### src/rtl/usb_rx_pkg.sv
// Shared USB receive types: line-state encoding, bit-timing constants and receiver states.
package usb_rx_pkg;

  // Low-speed line states as {D+, D-}
  typedef enum logic [1:0] {
    LINE_SE0 = 2'b00,
    LINE_J   = 2'b01,
    LINE_K   = 2'b10,
    LINE_SE1 = 2'b11
  } d_port_t;

  localparam int BIT_PERIOD = 16;
  localparam int PHASE_W = $clog2(BIT_PERIOD);
  localparam logic [PHASE_W-1:0] SAMPLE_PHASE = PHASE_W'(7);

  typedef enum logic [2:0] {
    ST_RESET,
    ST_IDLE,
    ST_SYNC,
    ST_DATA,
    ST_EOP,
    ST_ERROR
  } rx_state_t;

endpackage

### src/rtl/sync2.sv
// Two-flop synchronizer for an asynchronous multi-bit line state with a configurable reset value.
module sync2 #(
  parameter int W = 2,
  parameter logic [W-1:0] RST_VAL = '0
) (
  input  logic         clk,
  input  logic         reset,
  input  logic [W-1:0] d,
  output logic [W-1:0] q
);

  logic [W-1:0] meta;

  always_ff @(posedge clk) begin
    if (reset) begin
      meta <= RST_VAL;
      q    <= RST_VAL;
    end else begin
      meta <= d;
      q    <= meta;
    end
  end

endmodule

### src/rtl/usb_rx.sv
// USB low-speed receiver: DPLL-style bit recovery, NRZI decode, SYNC detect,
// bit-unstuffing, byte assembly and EOP / error detection.
module usb_rx
  import usb_rx_pkg::*;
(
  input  logic       clk,
  input  logic       reset,
  input  d_port_t    d_i,
  output logic [7:0] data,
  output logic       valid,
  output logic       active,
  output logic       eop,
  output logic       error
);

  logic [1:0]         line_raw;
  d_port_t            line, line_q, prev_jk, prev_n;
  logic [PHASE_W-1:0] phase;
  logic               strobe, jk_change, nrzi_bit, is_jk;
  rx_state_t          state, state_n;
  logic [2:0]         zeros, zeros_n, ones, ones_n, bitcnt, bitcnt_n;
  logic [7:0]         shreg, shreg_n, data_n;
  logic               valid_n, eop_n, error_n, active_n;

  sync2 #(.W(2), .RST_VAL(LINE_J)) u_sync (
    .clk   (clk),
    .reset (reset),
    .d     (d_i),
    .q     (line_raw)
  );

  assign line      = d_port_t'(line_raw);
  assign jk_change = ((line == LINE_J) && (line_q == LINE_K)) ||
                     ((line == LINE_K) && (line_q == LINE_J));
  assign strobe    = (phase == SAMPLE_PHASE);
  assign is_jk     = (line == LINE_J) || (line == LINE_K);
  assign nrzi_bit  = (line == prev_jk);

  always_ff @(posedge clk) begin
    if (reset) begin
      state   <= ST_RESET;
      line_q  <= LINE_J;
      phase   <= '0;
      prev_jk <= LINE_J;
      zeros   <= '0;
      ones    <= '0;
      bitcnt  <= '0;
      shreg   <= '0;
      data    <= '0;
      valid   <= 1'b0;
      eop     <= 1'b0;
      error   <= 1'b0;
      active  <= 1'b0;
    end else begin
      state   <= state_n;
      line_q  <= line;
      // Only J<->K edges realign; SE0 lets the phase free-run so EOP stays bit-aligned
      phase   <= jk_change ? '0 : phase + 1'b1;
      prev_jk <= prev_n;
      zeros   <= zeros_n;
      ones    <= ones_n;
      bitcnt  <= bitcnt_n;
      shreg   <= shreg_n;
      data    <= data_n;
      valid   <= valid_n;
      eop     <= eop_n;
      error   <= error_n;
      active  <= active_n;
    end
  end

  always_comb begin
    state_n  = state;
    prev_n   = prev_jk;
    zeros_n  = zeros;
    ones_n   = ones;
    bitcnt_n = bitcnt;
    shreg_n  = shreg;
    data_n   = data;
    valid_n  = 1'b0;
    eop_n    = 1'b0;
    error_n  = 1'b0;
    active_n = active;
    case (state)
      ST_RESET: state_n = ST_IDLE;
      ST_IDLE: begin
        prev_n = LINE_J;
        if (strobe && (line == LINE_K)) begin
          state_n = ST_SYNC;
          prev_n  = LINE_K;
          zeros_n = 3'd1;
        end
      end
      ST_SYNC: if (strobe) begin
        if (!is_jk) begin
          state_n = ST_IDLE;
        end else begin
          prev_n = line;
          if (!nrzi_bit) begin
            zeros_n = (zeros == 3'd7) ? zeros : zeros + 3'd1;
          end else if (zeros >= 3'd4) begin
            state_n  = ST_DATA;
            active_n = 1'b1;
            ones_n   = '0;
            bitcnt_n = '0;
          end else begin
            state_n = ST_IDLE;
          end
        end
      end
      ST_DATA: if (strobe) begin
        if ((line == LINE_SE1) || ((line == LINE_SE0) && (bitcnt != 3'd0))) begin
          state_n  = ST_ERROR;
          error_n  = 1'b1;
          active_n = 1'b0;
          zeros_n  = '0;
        end else if (line == LINE_SE0) begin
          state_n = ST_EOP;
        end else begin
          prev_n = line;
          // Six ones in a row: this bit is stuffing and must be a 0
          if (ones == 3'd6) begin
            ones_n = '0;
            if (nrzi_bit) begin
              state_n  = ST_ERROR;
              error_n  = 1'b1;
              active_n = 1'b0;
              zeros_n  = '0;
            end
          end else begin
            ones_n   = nrzi_bit ? ones + 3'd1 : 3'd0;
            shreg_n  = {nrzi_bit, shreg[7:1]};
            bitcnt_n = bitcnt + 3'd1;
            if (bitcnt == 3'd7) begin
              data_n  = shreg_n;
              valid_n = 1'b1;
            end
          end
        end
      end
      ST_EOP: if (strobe) begin
        if (line == LINE_J) begin
          state_n  = ST_IDLE;
          eop_n    = 1'b1;
          active_n = 1'b0;
        end else if (line != LINE_SE0) begin
          state_n  = ST_ERROR;
          error_n  = 1'b1;
          active_n = 1'b0;
          zeros_n  = '0;
        end
      end
      ST_ERROR: begin
        active_n = 1'b0;
        // zeros is reused here as the consecutive-J counter
        if (strobe) begin
          if (line != LINE_J) begin
            zeros_n = '0;
          end else if (zeros == 3'd1) begin
            state_n = ST_IDLE;
          end else begin
            zeros_n = 3'd1;
          end
        end
      end
      default: state_n = ST_IDLE;
    endcase
  end

endmodule

### config.mk
export PLATFORM = sky130hd
export DESIGN_NAME = usb_rx
export DESIGN_NICKNAME = d
export VERILOG_FILES = /design/src/rtl/usb_rx_pkg.sv /design/src/rtl/sync2.sv /design/src/rtl/usb_rx.sv
export SDC_FILE = /design/constraint.sdc
export NUM_CORES = 1
export LEC_CHECK = 0
export BUFFER_PORTS_ARGS = -buffer_cell sky130_fd_sc_hd__buf_2
export CAP_MARGIN = 10
export CORE_UTILIZATION = 30
export CTS_CLUSTER_SIZE = 28
export DETAILED_ROUTE_END_ITERATION = 12
export GPL_ROUTABILITY_DRIVEN = 0
export PLACE_DENSITY = 0.44
export SYNTH_ARGS = -nofsm -noshare
export SYNTH_HDL_FRONTEND = slang
export SYNTH_SLANG_ARGS = --single-unit
### constraint.sdc
create_clock -name clk -period 4.3 [get_ports clk]
set_clock_uncertainty 0.05 [all_clocks]
set_input_delay 0.43 -clock clk [delete_from_list [all_inputs] [get_ports clk]]
set_output_delay 0.43 -clock clk [all_outputs]
set_load 0.01 [all_outputs]
After elaboration in Yosys (flattened, before gate mapping)
Cells that the tools add are included.
{ "classes": {"add_sub_neg": 4, "n_lt_le_gt_ge": 1, "eq_ne": 42, "muxes": 80, "n_bitwise": 6, "reduce_logical": 25} }
{ "ops": {"columns": ["op", "n"], "rows": [
  ["$mux W3", 44],
  ["$ne A2 B2 Y1 const B", 17],
  ["$pmux W3 S5", 2],
  ["$mux W1", 22],
  ["$reduce_and A11 Y1", 2],
  ["$ne A3 B3 Y1 const B", 6],
  ["$eq A3 B3 Y1 const B", 5],
  ["$reduce_and A15 Y1", 1],
  ["$mux W2", 7],
  ["$pmux W3 S2", 2],
  ["$reduce_and A6 Y1", 2],
  ["$add A3 B1 Y3 const B", 3],
  ["$reduce_and A9 Y1", 1],
  ["$ne A4 B4 Y1 const B", 2],
  ["$reduce_and A8 Y1", 1],
  ["$eq A2 B2 Y1 const B", 3],
  ["$eq A3 B1 Y1 const B", 2],
  ["$eq A3 B2 Y1 const B", 2],
  ["$not A1 Y1", 6],
  ["$pmux W2 S3", 1],
  ["$reduce_bool A3 Y1", 2],
  ["$reduce_or A6 Y1", 1],
  ["$reduce_and A5 Y1", 1],
  ["$reduce_bool A5 Y1", 1],
  ["15 further kinds", 22]
]} }
{ "totals": {"register_bits": 44, "in_bits": 4, "out_inout_bits": 12, "wordCells": 173} }

Logic depth before layout (Yosys ltp)
Gate-level depths: netlist of run 1.
{ "depth": {"depth_word": 7, "ltp_mapped": 8, "depth_no_buf": 7} }

Cells and area by module
From an unflattened synthesis of run 1, not the netlist that was laid out.
{ "unflattened": {"hier_cells": 259, "hier_area_um2": 2260.9} }
{ "by_module_without_submodules": {"columns": ["mod", "n_inst", "cells_each", "area_per_inst_um2"], "rows": [
  ["usb_rx", 1, 251, 2155.8],
  ["sync2", 1, 8, 105.1]
]} }

Worst setup path after synthesis of run 1
No wires, ideal clock.
{ "synth_timing": {"path_type": "flip-flop to flip-flop", "startpoint": "reg u_sync.q[0]", "endpoint": "reg zeros[0]", "t_arrival_ns": 1.900, "t_required_ns": 4.129, "setup_slack_ns": 2.228, "path_stages_with_launch": 8, "n_path_buf": 0, "synth_period_minus_slack_ns": 2.072, "cell_sequence": "dfxtp_1 -> inv_1 -> ha_1 -> inv_1 -> and4b_4 -> or4b_4 -> nor4b_4 -> mux2_4"} }
{ "synth_between": {"elab_chain_len": 6, "elab_cells_between_ends": 26} }
{ "synth_rtl": {"columns": ["element", "line", "rtl"], "rows": [
  ["start, declared", "sync2.sv:9", "output logic [W-1:0] q"],
  ["start signal, assigned", "sync2.sv:20", "q <= meta;"],
  ["$logic_not A2 Y1", "usb_rx.sv:112, usb_rx.sv:117", null],
  ["$logic_and A1 B1 Y1", "usb_rx.sv:112", "if ((line == LINE_SE1) || ((line == LINE_SE0) && (bitcnt != 3'd0))) begin"],
  ["$logic_or A1 B1 Y1", "usb_rx.sv:112", null],
  ["$mux W3", "usb_rx.sv:112", null],
  ["$mux W3", "usb_rx.sv:111", "ST_DATA: if (strobe) begin"],
  ["$pmux W3 S5", "usb_rx.sv:84", "case (state)"],
  ["end signal, assigned", "usb_rx.sv:60", "zeros <= zeros_n;"],
  ["end, declared", "usb_rx.sv:21", "logic [2:0] zeros, zeros_n, ones, ones_n, bitcnt, bitcnt_n;"]
]} }
Several ways; a longest one is shown, not always the timed one. The select of a mux whose other input is x is not followed.
A chain may end at the register's enable or synchronous reset.

Final worst setup path of run 1
{ "layout_timing": {"startpoint": "reg u_sync.q[0]", "endpoint": "reg data[3]"} }
{ "layout_between": {"elab_chain_len": 5, "elab_cells_between_ends": 7} }
{ "layout_rtl": {"columns": ["element", "line", "rtl"], "rows": [
  ["$logic_not A2 Y1", "usb_rx.sv:112, usb_rx.sv:117", null],
  ["$logic_and A1 B1 Y1", "usb_rx.sv:112", null],
  ["$logic_or A1 B1 Y1", "usb_rx.sv:112", null],
  ["$not A1 Y1 (no line)", null, null],
  ["$reduce_and A6 Y1 (no line) (*)", null, null],
  ["end signal, assigned", "usb_rx.sv:64", "data <= data_n;"],
  ["end, declared", "usb_rx.sv:9", "output logic [7:0] data,"]
]} }
Every way passes the cells marked *; elsewhere a longest branch is shown, timed or not.

==> flow_summary.json, run 1 <==
{
  "outcome": "finished clean",
  "rr_endpoint": "data[3]",
  "dpl.hpwl_um": 3230,
  "synth_top_area_cell": "dfxtp_1",
  "tightest_slew_ns": 0.748,
  "area_delta_synth_final_pct": 11.0,
  "max_stage_delay_ns": 0.59,
  "root_buffer": "clkbuf_8",
  "end_kind": "register",
  "rsz0062_at_grt": "no",
  "first_iter_violations": 94,
  "ys_seq_elements": 43,
  "start_kind": "register",
  "clock_sinks": 43,
  "setup_viol": 0,
  "ys_warn_count": 0,
  "p_leak_nw": 1.03,
  "cts_tree": "yes",
  "start_util_pct": 31.7,
  "route.detailed.drc": 0,
  "synth_edf_count": 0,
  "cp_max_fo": 10,
  "cts_buffer_depth": 2,
  "die-area_um2": 7640,
  "synth_nets": 261,
  "synth_area_um2": 2190,
  "critPathTopFamily": "simple AND/OR/NAND/NOR gates",
  "postCtsResizedCells": 0,
  "synth_cell_types": 52,
  "wl_per_cell_um": 13.2,
  "vias": 1728,
  "worstHoldPathCells": 2,
  "hold_start": "d_i[0]",
  "htree_levels": 2,
  "hp-class": "primary input to register",
  "io_pins": 16,
  "min_period_over_period_pct": 55.1,
  "grt_max_degree": 42,
  "most-common-layout-cells": "43 x dfxtp_1, 30 x nor2_1, 18 x inv_1",
  "synth_top_area_share_pct": 39.4,
  "clkLatencyLatePin_ns": 0.30,
  "grt_pass1_vias": 1605,
  "power_w": 0.00103,
  "p_per_area_nw_per_um2": 424,
  "synth.avg_cell_area_um2": 9.08,
  "r2r_slack_ns": 1.93,
  "fin_nets": 274,
  "ys.flop_type": "dfxtp_1",
  "fillers": 757,
  "rr_startpoint": "u_sync.q[0]",
  "cp_cell_sequence": "inv_1, ha_1, a211oi_1, nand4_1, mux2i_1, nor2_1",
  "crit_type": "register to register",
  "antenna_found_initial": 0,
  "drtPass1Iterations": 4,
  "synth_area_leaders": "dfxtp_1 39%, ha_1 9.2%, mux2i_1 7.8%",
  "finalSetupTns_ns": 0,
  "grt-ovfl-total": 0,
  "crit_buf_inv": 1,
  "clk_pin_slew_ns": 0.08,
  "cp.required_ns": 4.41,
  "rows": 30,
  "async_flop_share_pct": 0,
  "track_usage_pct": 13.5,
  "drv_slew": 0,
  "max_cap_viol_count": 0,
  "core-area_um2": 6910,
  "cts_made_buffers": 5,
  "post-route-min-period_ns": 2.37,
  "antenna-diode-count": 0,
  "netlist_instances": 241,
  "final_common_cell": "dfxtp_1",
  "grt_pass1_wl_um": 7960,
  "layout-drive-gt1-share_pct": 13.3,
  "detail-route-antenna-nets": 0,
  "timing.fmax_mhz": 422,
  "die_w_um": 87.4,
  "ys_seq_area_share_pct": 39.4,
  "viasPerCell": 4.92,
  "hold_viol": 0,
  "fp.dieH_um": 87.4,
  "cts_setup_buffers": 0,
  "holdPathEnd": "u_sync.meta[0]",
  "postCtsHoldBufs": 0,
  "slowest_stage": "nand4_1",
  "reg2regPathDepth": 6,
  "slew_headroom_pct": 50.1,
  "port_buffers": 15,
  "ir_worst_vdd_mv": 0.141,
  "routed_wl_um": 4620,
  "cp.arrival_ns": 2.48
}
==> worst max-delay path by stage <==
stage / startpoint / to / cells past startpoint
3_3_place_gp: u_sync.q[0] / data[7] / 6
4_1_cts: u_sync.q[1] / data[2] / 6
2_1_floorplan: u_sync.q[0] / zeros[0] / 7
6_report: u_sync.q[0] / data[3] / 6
5_1_grt: u_sync.q[1] / data[0] / 6
3_5_place_dp: u_sync.q[1] / data[2] / 6
==> synthesized netlist by cell type, drive strengths merged, types with 3 or more instances <==
master	n
nand4	3
buf	4
nand2b	6
clkbuf	5
inv	19
mux2i	17
ha	16
a31oi	4
and3b	3
nor2	30
xnor2	3
dfxtp	43
nor2b	6
nor3	6
nand3	7
a21oi	17
nand2	15
==> routing by layer <==
metal	GRT usage [%]	share of wire, %	vias to the layer above
li1	-	-	864
met1	18.2	49	820
met2	21.3	45	36
met3	2.94	3.8	8
met4	4.92	1.7	0
met5	0	0	-
==> per-stage QoR <==
step | std cells | setup WS [ns] | cell area (um^2) | utilization (%) | hold WS [ns]
floorplan | 241 | 2.23 | 2190 | - | 0.339
global placement | 343 | 1.98 | 2340 | 33.9 | 0.363
detailed placement | 343 | 1.94 | 2340 | 33.9 | 0.358
CTS | 351 | 1.90 | 2430 | 35.1 | 0.251
global route | 351 | 1.64 | 2430 | 35.1 | 0.245
finish | 351 | 1.93 | 2430 | 35.1 | 0.265
==> sequential cells by signal, summed over array words and instances (netlist names), 2 cells and up <==
signal	count
data	8
shreg	7
phase	4
bitcnt	3
ones	3
state	3
zeros	3
line_q	2
prev_jk	2
u_sync.meta	2
u_sync.q	2
==> cell families (layout without fill, tap and decap cells) <==
group | Yosys count | count (layout) | share of synthesized area (%)
compound gates | 42 | 42 | 14.0
fa+ha+maj | 16 | 16 | 9.15
flops | 43 | 43 | 39.4
mux | 19 | 19 | 8.98
buf+inv | 29 | 43 | 5.26
simple gates | 88 | 88 | 21.6
xor+xnor | 4 | 4 | 1.60
==> worst reg2reg max path, delay by kind of cell, from the launching register on <==
kind	cells	cell delay (ns)
and+or+nand+nor	2	0.65
DFF	1	0.43
AOI/OAI and AO/OA	1	0.36
muxes	1	0.33
adders and majority gates	1	0.30
buffers and inverters	1	0.13
==> power by group <==
part / leakage [nW] / switching, W / internal, W
Sequential: 0.349 / 0.0000485 / 0.000423
Clock: 0.0412 / 0.000145 / 0.000114
Combinational: 0.641 / 0.000168 / 0.000131
Total: 1.03 / 0.000362 / 0.000668
==> cell type report <==
cell class                 count  area [um^2]  share of cell area (%)
sequential                    43          861                    35.5
multi-input combinational    169         1210                    49.9
inverter                      20         75.1                    3.09
clock inverter                 2         12.5                   0.515
timing repair buffer          15         75.1                    3.09
clock buffer                   6         72.6                    2.99
tap                           96          120                    4.95
No activity file was read; power rests on OpenSTA's default activity.
==> inputs of run 2 (changes only) <==
ABC_AREA = 1   (was not set)
clock period = 2.4 ns   (was 4.3 ns; I/O delays follow)
==> run 2 against run 1 <==
Against the previous run: first-iteration DRC count decreased by 9.6%; clock-buffer cell count unchanged; synthesized cell count increased by 31%; sequential share of layout area decreased by 1.5 points; global-route usage increased by 0.49 points; wire length increased by 6.1%; clock power increased by 86%; sequential cell count unchanged; combinational power increased to 2.7 times the previous value; worst setup slack got worse by 1.5 ns; area after synthesis increased by 3.7%.
==> flow_summary.json, run 2 <==
{
  "post-route-min-period_ns": 2.00,
  "postCtsResizedCells": 0,
  "fin_nets": 354,
  "crit_start": "u_sync.q[1]",
  "cts_tree": "yes",
  "io_pins": 16,
  "p_leak_nw": 1.28,
  "synth_nets": 336,
  "synth_cell_types": 28,
  "track_usage_pct": 14.0,
  "grt_pass1_vias": 1803,
  "port_buffers": 15,
  "viasPerCell": 4.50,
  "postCtsHoldBufs": 0,
  "detail-route-antenna-nets": 0,
  "outcome": "finished clean",
  "globalRouteMet3Util_pct": 2.77,
  "synth_top_area_cell": "dfxtp_1",
  "async_flop_share_pct": 0,
  "gr-usage-met2_pct": 22.1,
  "tightest_slew_ns": 0.465,
  "reg2regPathDepth": 10,
  "routed_wl_um": 4900,
  "cp.arrival_ns": 2.21,
  "grt.busiest_layer": "met2",
  "swShare_pct": 41.4,
  "ys.flop_type": "dfxtp_1",
  "end_kind": "register",
  "p_seq_share_pct": 39.9,
  "top_register": "data",
  "reg.largest.list": "data (8), shreg (7), phase (4)",
  "root_buffer": "clkbuf_8",
  "start_util_pct": 31.1,
  "worstHoldPathCells": 2,
  "htree_levels": 2,
  "min_period_over_period_pct": 83.1,
  "crit_type": "register to register",
  "cp_cell_sequence": "inv_1, ha_1, nand2_1, nand2_1, nor2_8, a21oi_1, nand3_1, nand2_1, nand2_1, nor2_1",
  "grt-ovfl-total": 0,
  "crit_top_cell": "nand2_1",
  "rsz0062_at_grt": "no",
  "holdWs_ns": 0.0620,
  "finalSetupTns_ns": 0,
  "hold_viol": 0,
  "wl_per_cell_um": 11.3,
  "synth.avg_cell_area_um2": 7.17,
  "cp_max_fo": 8,
  "grt_pass1_wl_um": 8450,
  "cp.required_ns": 2.61,
  "p_switching_w": 0.000891,
  "yosysMostFrequentCell": "nand2_1",
  "netlist_instances": 316,
  "p_per_area_nw_per_um2": 850,
  "slew_headroom_pct": 68.9,
  "cts_made_buffers": 5,
  "rows": 31,
  "ys_warn_count": 0,
  "ir_worst_vdd_mv": 0.307,
  "first_iter_violations": 85,
  "synth_area_um2": 2270,
  "clock_sinks": 43,
  "synth_top_area_share_pct": 38.0,
  "start_kind": "register",
  "max_stage_delay_ns": 0.36,
  "antenna-diode-count": 0,
  "area_delta_synth_final_pct": 11.9,
  "fp.dieH_um": 88.9,
  "antenna_found_initial": 0,
  "drv_slew": 0,
  "timing.fmax_mhz": 501,
  "largest_reg_flops": 8,
  "max_cap_viol_count": 0,
  "most-common-layout-cells": "64 x nand2_1, 51 x nor2_1, 43 x inv_1, 43 x dfxtp_1",
  "dpl.hpwl_um": 3620,
  "hp-class": "primary input to register",
  "clk_pin_slew_ns": 0.09,
  "slowest_stage": "dfxtp_1",
  "p_int_w": 0.00126,
  "combinationalPowerShare_pct": 37.7,
  "route.detailed.drc": 0,
  "hold_start": "d_i[0]",
  "vias": 1955,
  "drtPass1Iterations": 4,
  "ys_seq_area_share_pct": 38.0,
  "synth_edf_count": 0,
  "final_common_cell": "nand2_1",
  "clkLatencyLatePin_ns": 0.32,
  "grtUsageMet1_pct": 18.8,
  "cts_buffer_depth": 2,
  "p_clk_share_pct": 22.4,
  "rr_startpoint": "u_sync.q[1]",
  "cts_setup_buffers": 0,
  "synth_area_leaders": "dfxtp_1 38%, nand2_1 11%, ha_1 8.8%",
  "synthTopCellsByCount": "64 x nand2_1, 51 x nor2_1, 43 x dfxtp_1, 43 x inv_1",
  "layout-drive-gt1-share_pct": 12.8,
  "grt_max_degree": 28,
  "die_w_um": 88.9,
  "die-area_um2": 7910,
  "ys_seq_elements": 43,
  "setup_viol": 0,
  "core-area_um2": 7290
}
## run 2: cell count changes after synthesis, sizes merged, moves of 6 or more
cell and delta:
nand2 +52, inv +31, nor2 +24, o21ai +21
mux2i -17, nand3 +14, nand2b -6, nor2b -6
## run 2: stage by stage
stage	utilization, %	total power [W]	instance area, um^2	setup WS, ns	cells
3_5_place_dp	33.6	0.00169	2450	0.412	426
4_1_cts	34.8	0.00217	2540	0.395	434
3_3_place_gp	33.6	0.00169	2450	0.421	426
2_1_floorplan	-	0.00150	2270	0.672	316
6_report	34.8	0.00215	2540	0.404	434
5_1_grt	34.8	0.00235	2540	0.169	434
## run 2: final timing paths
path / end / slack, ns
worst max-delay path: active / 0.40
worst min-delay path: u_sync.meta[0] / 0.06
worst max register to register: active / 0.40
worst min register to register: u_sync.q[1] / 0.37
## run 2: cells by family after synthesis
kind of cell / share of synthesized area [%]
buffers and inverters: 9.38
AO/OA/AOI/OAI: 12.8
adder cells (fa/ha/maj): 8.83
flip-flops: 38.0
AND/OR/NAND/NOR: 30.6
XOR/XNOR: 0.386
## run 2: critical path, delay by kind of cell, from the launching register on
family                   cells  cell delay, ns
AND/OR/NAND/NOR              7            0.75
flip-flops                   1            0.36
adder cells (fa/ha/maj)      1            0.36
buffers and inverters        1            0.16
AO/OA/AOI/OAI                1            0.26
## run 2: power groups by stage
| stage | Clock [W] | Sequential [W] | Combinational (W) |
|---|---|---|---|
| 2_1_floorplan | 0 | 0.000865 | 0.000639 |
| 3_3_place_gp | 0 | 0.000879 | 0.000814 |
| 3_5_place_dp | 0 | 0.000877 | 0.000810 |
| 4_1_cts | 0.000495 | 0.000860 | 0.000813 |
| 5_1_grt | 0.000531 | 0.000873 | 0.000949 |
| 6_report | 0.000483 | 0.000860 | 0.000811 |
## run 2: area by class of cell
type,count,area [um^2]
fill,829,4760
multi-input combinational,218,1190
sequential,43,861
inverter,50,190
tap,99,124
timing repair buffer,16,82.6
clock buffer,6,72.6
clock inverter,2,12.5
## run 2: metal layers
metal  share of wire, %  wire (um)
met1                 50       2450
met2                 43       2120
met3                4.7        229
met4                2.0         96
met5                  0          0
==> inputs of run 3 (changes only) <==
clock period = 2 ns   (was 2.4 ns; I/O delays follow)
==> run 3 against run 2 <==
Against the previous run: clock power grew 25%; critical path depth fell by 1; via count is 0.87% higher; critical endpoint is now ones[2]; first-iteration DRC count is 27% lower; cell count grew 2.3%; global-route usage increased by 0.081 points; hold slack got worse by 0.047 ns; wire length rose by 4.8%; sequential share of layout area decreased by 1.3 points; non-clock buffer count increased by 10; largest cell class unchanged.
==> flow_summary.json, run 3 (synthesized netlist as in run 2, its figures left out) <==
{
  "htree_levels": 2,
  "reg2regPathDepth": 9,
  "clk_pin_slew_ns": 0.10,
  "rows": 31,
  "post-route-min-period_ns": 1.85,
  "die-area_um2": 7910,
  "clock_sinks": 43,
  "p_per_area_nw_per_um2": 1010,
  "multi_input_area_um2": 1210,
  "clkLatencyLatePin_ns": 0.31,
  "hold_viol": 0,
  "end_kind": "register",
  "holdWs_ns": 0.0148,
  "max_cap_viol_count": 0,
  "p_leak_nw": 1.33,
  "fin_nets": 364,
  "cts_made_buffers": 5,
  "layout-drive-gt1-share_pct": 16.8,
  "cp.depth": 9,
  "port_buffers": 15,
  "core-area_um2": 7290,
  "rr_startpoint": "u_sync.q[0]",
  "hp-class": "primary input to register",
  "first_iter_violations": 62,
  "drtPass1Iterations": 4,
  "largest_reg_flops": 8,
  "critPathTopFamily": "simple AND/OR/NAND/NOR gates",
  "antenna_found_initial": 0,
  "drv_slew": 0,
  "timing.fmax_mhz": 539,
  "slowest_stage": "dfxtp_1",
  "final_common_cell": "nand2_1",
  "min_period_over_period_pct": 92.7,
  "crit_end": "ones[2]",
  "grt_pass1_vias": 1818,
  "ir_worst_vdd_mv": 0.348,
  "viasPerCell": 4.44,
  "rr_endpoint": "ones[2]",
  "track_usage_pct": 14.1,
  "cp.required_ns": 2.17,
  "fillers": 810,
  "cp.arrival_ns": 2.02,
  "grt_pass1_wl_um": 8560,
  "cp_cell_sequence": "inv_1, ha_1, inv_1, nand2_1, nand3_1, nor2_1, o21ai_0, nand2_1, nor2_1",
  "crit_type": "register to register",
  "most-common-layout-cells": "63 x nand2_1, 50 x nor2_1, 43 x inv_1, 43 x dfxtp_1",
  "max_stage_delay_ns": 0.39,
  "antenna-diode-count": 0,
  "vias": 1972,
  "wl_per_cell_um": 11.6,
  "crit_buf_inv": 2,
  "cts_setup_buffers": 0,
  "finalSetupTns_ns": 0,
  "grt_max_degree": 18,
  "tightest_slew_ns": 0.375,
  "detail-route-antenna-nets": 0,
  "dpl.hpwl_um": 3890,
  "final-seq-area_um2": 861,
  "route.detailed.drc": 0,
  "start_util_pct": 31.1,
  "post-place-ws_ns": 0.100,
  "r2r_slack_ns": 0.15,
  "postCtsResizedCells": 0,
  "cts_buffer_depth": 2,
  "outcome": "finished clean",
  "postCtsHoldBufs": 0,
  "die_w_um": 88.9,
  "cp_max_fo": 6,
  "grt-ovfl-total": 0,
  "start_kind": "register",
  "setup_slack_ns": 0.146,
  "routed_wl_um": 5140,
  "cts_tree": "yes",
  "slew_headroom_pct": 75.0,
  "rsz0062_at_grt": "no",
  "reg.largest.list": "data (8), shreg (7), phase (4)",
  "crit_start": "u_sync.q[0]",
  "setup_viol": 0,
  "power_w": 0.00266,
  "fp.dieH_um": 88.9,
  "root_buffer": "clkbuf_8",
  "top_register": "data",
  "io_pins": 16,
  "area_delta_synth_final_pct": 16.3
}
-- run 3: worst min path at each step --
| stage | startpoint | to | cells past startpoint |
|---|---|---|---|
| 3_5_place_dp | d_i[0] | u_sync.meta[0] | 2 |
| 5_1_grt | d_i[0] | u_sync.meta[0] | 2 |
| 6_report | d_i[0] | u_sync.meta[0] | 2 |
| 4_1_cts | d_i[0] | u_sync.meta[0] | 2 |
| 2_1_floorplan | reset | error | 1 |
| 3_3_place_gp | d_i[0] | u_sync.meta[0] | 2 |
-- run 3: layout make-up --
cell class / instances / share of cell area (%)
clock buffers: 5 / 2.61
clock inverters: 3 / 0.902
inverters: 50 / 7.21
multi-input cells: 218 / 45.9
flip-flops and latches: 43 / 32.7
well taps: 99 / 4.70
repair buffers: 26 / 5.98
-- run 3: worst register-to-register path: stages, from the launching register on --
cell and delay [ns]:
dfxtp_1 0.39, inv_1 0.14, ha_1 0.33, inv_1 0.06, nand2_1 0.14, nand3_1 0.12, nor2_1 0.27, o21ai_0 0.16
nand2_1 0.08, nor2_1 0.03
-- run 3: through the flow --
stage	utilization, %	cells	area (um^2)
after CTS	35.9	444	2620
after global routing	36.2	444	2640
after floorplan	-	316	2270
final	36.2	444	2640
after global placement	34.6	436	2530
after detailed placement	34.6	436	2530
-- run 3: power breakdown --
part / total [W] / internal (W) / switching, W
Clock: 0.000606 / 0.000250 / 0.000356
Combinational: 0.00102 / 0.000356 / 0.000667
Sequential: 0.00103 / 0.000949 / 0.0000796
Total: 0.00266 / 0.00156 / 0.00110
-- run 3: per-layer routing --
layer,global-route usage (%),vias to the layer above,share of wire (%)
met5,0,-,0
met3,2.86,8,3.3
met4,4.91,0,1.3
met1,19.1,872,51
li1,-,1057,-
met2,22.4,35,45
